===== config.mk =====
export PLATFORM = sky130hd
export DESIGN_NAME = imem_fetch_unit
export DESIGN_NICKNAME = d
export VERILOG_FILES = /design/src/rtl/imem_fetch_unit.sv
export SDC_FILE = /design/constraint.sdc
export NUM_CORES = 1
export LEC_CHECK = 0
export BUFFER_PORTS_ARGS = -buffer_cell sky130_fd_sc_hd__buf_2
export CELL_PAD_IN_SITES_DETAIL_PLACEMENT = 1
export CELL_PAD_IN_SITES_GLOBAL_PLACEMENT = 1
export CORE_MARGIN = 2
export CORE_UTILIZATION = 40
export DETAILED_ROUTE_END_ITERATION = 12
export GPL_TIMING_DRIVEN = 0
export PLACE_DENSITY = 0.75
export SLEW_MARGIN = 0
export SYNTH_ARGS = -nofsm -noshare
export SYNTH_HDL_FRONTEND = slang
export SYNTH_SLANG_ARGS = --single-unit

===== constraint.sdc =====
create_clock -name clk_i -period 4.7 [get_ports clk_i]
set_input_delay 0 -clock clk_i [delete_from_list [all_inputs] [get_ports clk_i]]
set_output_delay 0 -clock clk_i [all_outputs]
set_load 0.03 [all_outputs]

===== src/rtl/imem_fetch_unit.sv =====
// rtl/imem_fetch_unit.sv - instruction-memory requester: program load, prefetching fetch, PC redirect
// Optional macro IFU_PERF_CNT_EN adds fetch_cnt_o / stall_cnt_o performance counters.
module imem_fetch_unit #(
  parameter logic [31:0] RESET_PC   = 32'h0000_0000,
  parameter int          FIFO_DEPTH = 2
) (
  input  logic        clk_i,
  input  logic        rst_i,
  input  logic        load_valid_i,
  input  logic [31:0] load_data_i,
  output logic        load_ready_o,
  input  logic        load_done_i,
  input  logic        redirect_i,
  input  logic [31:0] redirect_pc_i,
  output logic        instr_valid_o,
  output logic [31:0] instr_o,
  output logic [31:0] instr_pc_o,
  input  logic        instr_ready_i,
  output logic [31:0] address_o,
  output logic [31:0] DATA_o,
  input  logic [31:0] DATA_i,
  output logic        IWR_EN_o,
  output logic        IR_EN_o
`ifdef IFU_PERF_CNT_EN
  ,
  output logic [31:0] fetch_cnt_o,
  output logic [31:0] stall_cnt_o
`endif
);

  localparam int PW = $clog2(FIFO_DEPTH);
  localparam int CW = PW + 1;
  localparam logic [CW-1:0] DEPTH_C = CW'(FIFO_DEPTH);

  typedef enum logic {ST_LOAD, ST_FETCH} state_t;

  state_t        r_state;
  logic [31:0]   r_load_addr;
  logic [31:0]   r_fetch_pc;
  logic [31:0]   r_inflight_pc;
  logic          r_inflight;
  logic [31:0]   r_fifo_data [FIFO_DEPTH];
  logic [31:0]   r_fifo_pc   [FIFO_DEPTH];
  logic [PW-1:0] r_rd_ptr;
  logic [PW-1:0] r_wr_ptr;
  logic [CW-1:0] r_count;

  logic          w_load;
  logic          w_fetch;
  logic          w_valid;
  logic          w_pop;
  logic          w_push;
  logic          w_issue;
  logic [CW-1:0] w_occ;
  logic [31:0]   w_redirect_pc;

  // Everything visible is gated by rst_i so outputs read zero during the reset cycle itself.
  assign w_load        = !rst_i && (r_state == ST_LOAD);
  assign w_fetch       = !rst_i && (r_state == ST_FETCH);
  assign w_valid       = !rst_i && (r_count != '0);
  assign w_pop         = w_valid && instr_ready_i;
  assign w_push        = w_fetch && r_inflight && !redirect_i;
  assign w_occ         = r_count + CW'(r_inflight) - CW'(w_pop);
  assign w_issue       = w_fetch && !redirect_i && (w_occ < DEPTH_C);
  assign w_redirect_pc = redirect_pc_i & 32'hFFFF_FFFC;

  assign load_ready_o  = w_load;
  assign IWR_EN_o      = w_load && load_valid_i;
  assign DATA_o        = w_load ? load_data_i : '0;
  assign IR_EN_o       = w_issue;
  assign address_o     = w_load ? r_load_addr : (w_issue ? r_fetch_pc : '0);
  assign instr_valid_o = w_valid;
  assign instr_o       = w_valid ? r_fifo_data[r_rd_ptr] : '0;
  assign instr_pc_o    = w_valid ? r_fifo_pc[r_rd_ptr] : '0;

  always_ff @(posedge clk_i) begin
    if (rst_i) begin
      r_state       <= ST_LOAD;
      r_load_addr   <= RESET_PC;
      r_fetch_pc    <= RESET_PC;
      r_inflight    <= 1'b0;
      r_inflight_pc <= '0;
      r_rd_ptr      <= '0;
      r_wr_ptr      <= '0;
      r_count       <= '0;
    end else if (r_state == ST_LOAD) begin
      if (load_valid_i) r_load_addr <= r_load_addr + 32'd4;
      if (load_done_i)  r_state     <= ST_FETCH;
    end else if (redirect_i) begin
      // Flush wins over push and pop; the pending response is simply not captured.
      r_fetch_pc <= w_redirect_pc;
      r_inflight <= 1'b0;
      r_rd_ptr   <= '0;
      r_wr_ptr   <= '0;
      r_count    <= '0;
    end else begin
      r_inflight <= w_issue;
      if (w_issue) begin
        r_fetch_pc    <= r_fetch_pc + 32'd4;
        r_inflight_pc <= r_fetch_pc;
      end
      if (w_push) begin
        r_fifo_data[r_wr_ptr] <= DATA_i;
        r_fifo_pc[r_wr_ptr]   <= r_inflight_pc;
        r_wr_ptr              <= r_wr_ptr + 1'b1;
      end
      if (w_pop) r_rd_ptr <= r_rd_ptr + 1'b1;
      r_count <= r_count + CW'(w_push) - CW'(w_pop);
    end
  end

`ifdef IFU_PERF_CNT_EN
  logic [31:0] r_fetch_cnt;
  logic [31:0] r_stall_cnt;

  always_ff @(posedge clk_i) begin
    if (rst_i) begin
      r_fetch_cnt <= '0;
      r_stall_cnt <= '0;
    end else begin
      if (w_pop)               r_fetch_cnt <= r_fetch_cnt + 32'd1;
      if (w_fetch && !w_valid) r_stall_cnt <= r_stall_cnt + 32'd1;
    end
  end

  assign fetch_cnt_o = r_fetch_cnt;
  assign stall_cnt_o = r_stall_cnt;
`endif

endmodule


After elaboration in Yosys (flattened, before gate mapping) --
Memories as Yosys holds them, arrays and structs flattened. A register that Yosys moved wholly into a read port is not among the register bits. Cells that the tools add are included.
Storage, ports and cells: latch bits 0, bits in read-only memories 0, bits of input ports 102, memory bits (writable) 128, memories kept 2, register bits 102
Memories:
- r_fifo_data | words 2, bits a word 32, read ports 1, clocked after Yosys merged registers in 1, wr ports 1, line 42 | logic [31:0] r_fifo_data [FIFO_DEPTH];
- r_fifo_pc | words 2, bits a word 32, read ports 1, clocked after Yosys merged registers in 1, wr ports 1, line 43 | logic [31:0] r_fifo_pc [FIFO_DEPTH];
Cells by class: bitwise logic cells 2, shift operators 0, multiplexer cells 24, add/sub/neg operators 8, order comparisons 1, reductions and logical operators 20, divide/modulo/power cells 0, equal/unequal tests 0, $mul 0
Operators with widths (count):
- two-way mux 32 bit | 7
- adder 32 x 3 -> 32 bit, second input constant | 2
- two-way mux 1 bit | 16
- logical AND 1 bit | 9
- AND reduction 2 bit | 4
- nonzero test 2 bit | 4
- adder 2 x 1 -> 2 bit | 2
- subtractor 2 x 1 -> 2 bit | 2
- AND reduction 3 bit | 1
- adder 1 bit, second input constant | 2
- zero test 1 bit | 2
- less-than comparator 2 bit, second input constant | 1
- two-way mux 2 bit | 1
- NOT 1 bit | 2

Longest topological paths before layout --
depth after elaboration 9, mapped depth 11, gate-level depth less buffers 10

Worst setup path after synthesis --
Ideal clock, no wire load.
path kind register to register, start register r_state, end memory r_fifo_data[0][0] (enable), data required time 4.218 ns, path slack 0.404 ns, stages on the path, launching flop included 6, setup time 0.482 ns, data arrival time 3.814 ns, cells stage by stage dfxtp_1 -> clkbuf_1 -> nor2b_1 -> nand2_1 -> or2_2 -> nor2_1
On the way: cells in the longest elaborated chain, start to end 8
Ends and longest elaborated chain:
- start: declaration | line 37 | state_t r_state;
- start signal: assignment | line 78 | r_state <= ST_LOAD;
- start signal: assignment | line 88 | if (load_done_i) r_state <= ST_FETCH;
- logical AND 1 bit | line 59 | assign w_fetch = !rst_i && (r_state == ST_FETCH);
- logical AND 1 bit (2 in series) | line 62 | assign w_push = w_fetch && r_inflight && !redirect_i;
- two-way mux 1 bit | line 102 | if (w_push) begin
- two-way mux 1 bit | line 89 | end else if (redirect_i) begin
- two-way mux 1 bit * | line 86 | end else if (r_state == ST_LOAD) begin
- two-way mux 1 bit * | line 77 | if (rst_i) begin
- two-way mux 1 bit (implied by the code) * | line 103 | r_fifo_data[r_wr_ptr] <= DATA_i;
- end: declaration | line 42
Every way passes the cells marked *; elsewhere a longest branch is shown, timed or not.

Worst setup path after layout --
start register r_state, end memory r_fifo_data[0][26] (enable)
Same word-level chain as after synthesis.

==> flow_metrics.tcl <==
set metrics [dict create \
    met2_usage_pct 42.7 \
    synthDistinctLibCells 64 \
    dieWidth_um 161 \
    cts_buffer_depth 3 \
    drcViolationCount 0 \
    dp_hpwl_mm 22.7 \
    ys_seq_area_share_pct 57.3 \
    gp_congestion 0.924 \
    h-tree-depth 1 \
    final_layout_size_suffix_gt1_share_pct 23.5 \
    synth-edff-count 124 \
    setup_violations 0 \
    yosys_register_bits 221 \
    synth_top_area_share_pct 37.7 \
    via_count 8553 \
    row_count 57 \
    finalHoldViolations 0 \
    synth_most_common_cell "nand2_1" \
    io_buffers 226 \
    required_ns 4.89 \
    avgRoutedWirePerCell_um 19.5 \
    dp_slack_ns 1.70 \
    slew_headroom_pct 34.2 \
    r2r-end "r_fifo_data[0][26]" \
    cp_data_arrival_time_ns 3.25 \
    synthTopCellsByArea "edfxtp_1 (38%), dfxtp_1 (20%), mux2i_1 (6.6%), nand2_1 (6.5%), nor2_1 (4.5%)" \
    critical_path.slowest_cell "nor2_4" \
    pwr_density_cell_nw_per_um2 326 \
    first_pass_iters 5 \
    final.min_clock_period_ns 3.06 \
    worstPathCellList "clkbuf_1 -> nor2b_1 -> nand2_1 -> or2_2 -> nor2_4 -> buf_12" \
    multi_input_area_um2 3870 \
    ys.flop_type "edfxtp_1" \
    r2r-start "r_state" \
    fin_hold_ws_ns 0.145 \
    ys_warn_count 0 \
    cts_tree "built" \
    start_util_pct 40.6 \
    fillers 2749 \
    grt_max_degree 33 \
    status "complete, no violations" \
    busiest_layer "met2" \
    grt_pass1_wl_mm 49.2 \
    rr_worst_depth 6 \
    rsz0062_at_grt "false" \
    clockRootBuffer "clkbuf_16" \
    end_kind "flop" \
    netlist_area_um2 9880 \
    postPlaceCellArea_um2 11500 \
    grt.total_usage_pct 24.2 \
    finalInstanceArea_um2 12900 \
    grt_pass1_vias 8816 \
    insertion_delay_ns 0.52 \
    ctsHoldBuffers 64 \
    top_level_ports 234 \
    synth_top_cell_by_area "edfxtp_1" \
    r2r_slack_ns 1.64 \
    finalWorstSetupSlack_ns 1.64 \
    cts_sinks 221 \
    avgViaCountPerCell 5.23 \
    synth_top_cells_by_count "nand2_1 (170), edfxtp_1 (124), nor2_1 (119)" \
    maxSlewViolCount 0 \
    seq_area_um2 5670 \
    utilization_pct 53.0 \
    path_clk_slew_ns 0.07 \
    clock.fmax_mhz 327 \
    worstHoldStart "rst_i" \
    worst-path-max-fanout 32 \
    grt_overflow 0 \
    startpoint_type "flop" \
    worstSetupStartpoint "r_state" \
    timing.final.crit_share_pct 65.1 \
    tightest_slew_ns 0.985 \
    core_area_um2 24300 \
    use_met1_pct 30.5 \
    cts_setup_buffers 0 \
    synthArstFlopShare_pct 0 \
    drt-initial-drc-count 596 \
    hp-class "in2reg" \
    area_growth_pct 30.3 \
    p_leak_nw 5.13 \
    avgSynthCellArea_um2 10.1 \
    final_antenna_net_count 0 \
    vdd_drop_max_mv 0.244 \
    finalNetCount 1400 \
    die_y_um 161 \
    slowest_delay_ns 0.76 \
    holdPathEnd "r_fetch_pc[29]" \
    cts_buffers 23 \
    syn_inst 974 \
    holdPathStages 5 \
    clock_skew_ns 0.0241 \
    routed_wl_mm 31.9 \
    cts-resized-gates 0 \
    path_class "reg2reg" \
    maxCapViolCount 0 \
    dieArea_um2 26000 \
    gr-usage-met3_pct 4.42 \
    antenna_found_initial 0 \
    num_antenna_cells 0 \
]
per-layer routing:
layer | vias to the layer above | wire length, µm
li1 | 4057 | -
met5 | - | 0
met4 | 0 | 720
met3 | 46 | 2180
met2 | 345 | 15600
met1 | 4105 | 13400
state kept, by name (all words and copies together), names as in the netlist, named ones only:
register and cells:
r_fifo_data 64, r_fifo_pc 60, r_fetch_pc 30, r_inflight_pc 30, r_load_addr 30, r_count 2
r_inflight 1, r_rd_ptr 1, r_state 1, r_wr_ptr 1
placed cells by master, fill, tap and decap left out, drive strengths merged, types with 12 or more instances in the layout:
| cell type | synthesis | layout |
|---|---|---|
| nor2 | 119 | 119 |
| o21ai | 31 | 31 |
| xnor2 | 14 | 14 |
| nand4 | 18 | 18 |
| and2 | 37 | 37 |
| and4 | 12 | 12 |
| mux2i | 65 | 65 |
| nand3 | 20 | 20 |
| clkbuf | 32 | 61 |
| a21oi | 68 | 68 |
| buf | 33 | 261 |
| nand2 | 170 | 170 |
| inv | 15 | 16 |
| edfxtp | 124 | 124 |
| dfxtp | 97 | 97 |
| dlygate4sd3 | 0 | 64 |
worst max-delay path: cells and delay by family, from the launching register on:
kind	cells	cell delay, ns
buffers and inverters	2	0.71
DFF	1	0.50
and+or+nand+nor	4	1.49
metrics by stage:
stage	setup TNS [ns]	total power, mW	instances
4_1_cts	0	4.22	1634
3_3_place_gp	-166.57	2.40	1527
6_report	0	4.20	1634
2_1_floorplan	0	2.28	977
3_5_place_dp	0	2.40	1529
5_1_grt	0	4.34	1634
power by group:
| group | internal (mW) | leakage, nW | switching (mW) | total (mW) |
|---|---|---|---|---|
| clock network | 1.03 | 0.359 | 0.762 | 1.79 |
| registers | 2.05 | 1.92 | 0.0297 | 2.08 |
| logic | 0.130 | 2.85 | 0.196 | 0.326 |
logic make-up after synthesis:
family	after synthesis	share of synthesized area, %
simple gates	427	20.4
flops	221	57.3
compound gates	151	9.32
buf+inv	81	3.76
mux	65	6.58
xor+xnor	24	2.13
fa+ha+maj	4	0.506
other cells	1	0.0379
how the worst max path moves through the flow:
stage	end	slack [ns]	cells past startpoint
after global placement	r_fifo_data[1][23]	-1.35	5
after detailed placement	r_fifo_data[0][23]	1.70	6
final	r_fifo_data[0][26]	1.64	6
after global routing	r_fifo_data[0][20]	1.43	6
after CTS	r_fifo_data[0][20]	1.65	6
after floorplan	r_fifo_data[0][0]	0.40	5
layout make-up:
type | count | share of cell area, %
buffer | 65 | 2.42
clock buffer | 29 | 4.97
clock inverter | 12 | 0.855
inverter | 16 | 0.466
multi-input combinational | 675 | 30.1
sequential | 221 | 44.0
tap | 324 | 3.15
timing repair buffer | 292 | 14.1
No activity file was read; power rests on OpenSTA's default activity.
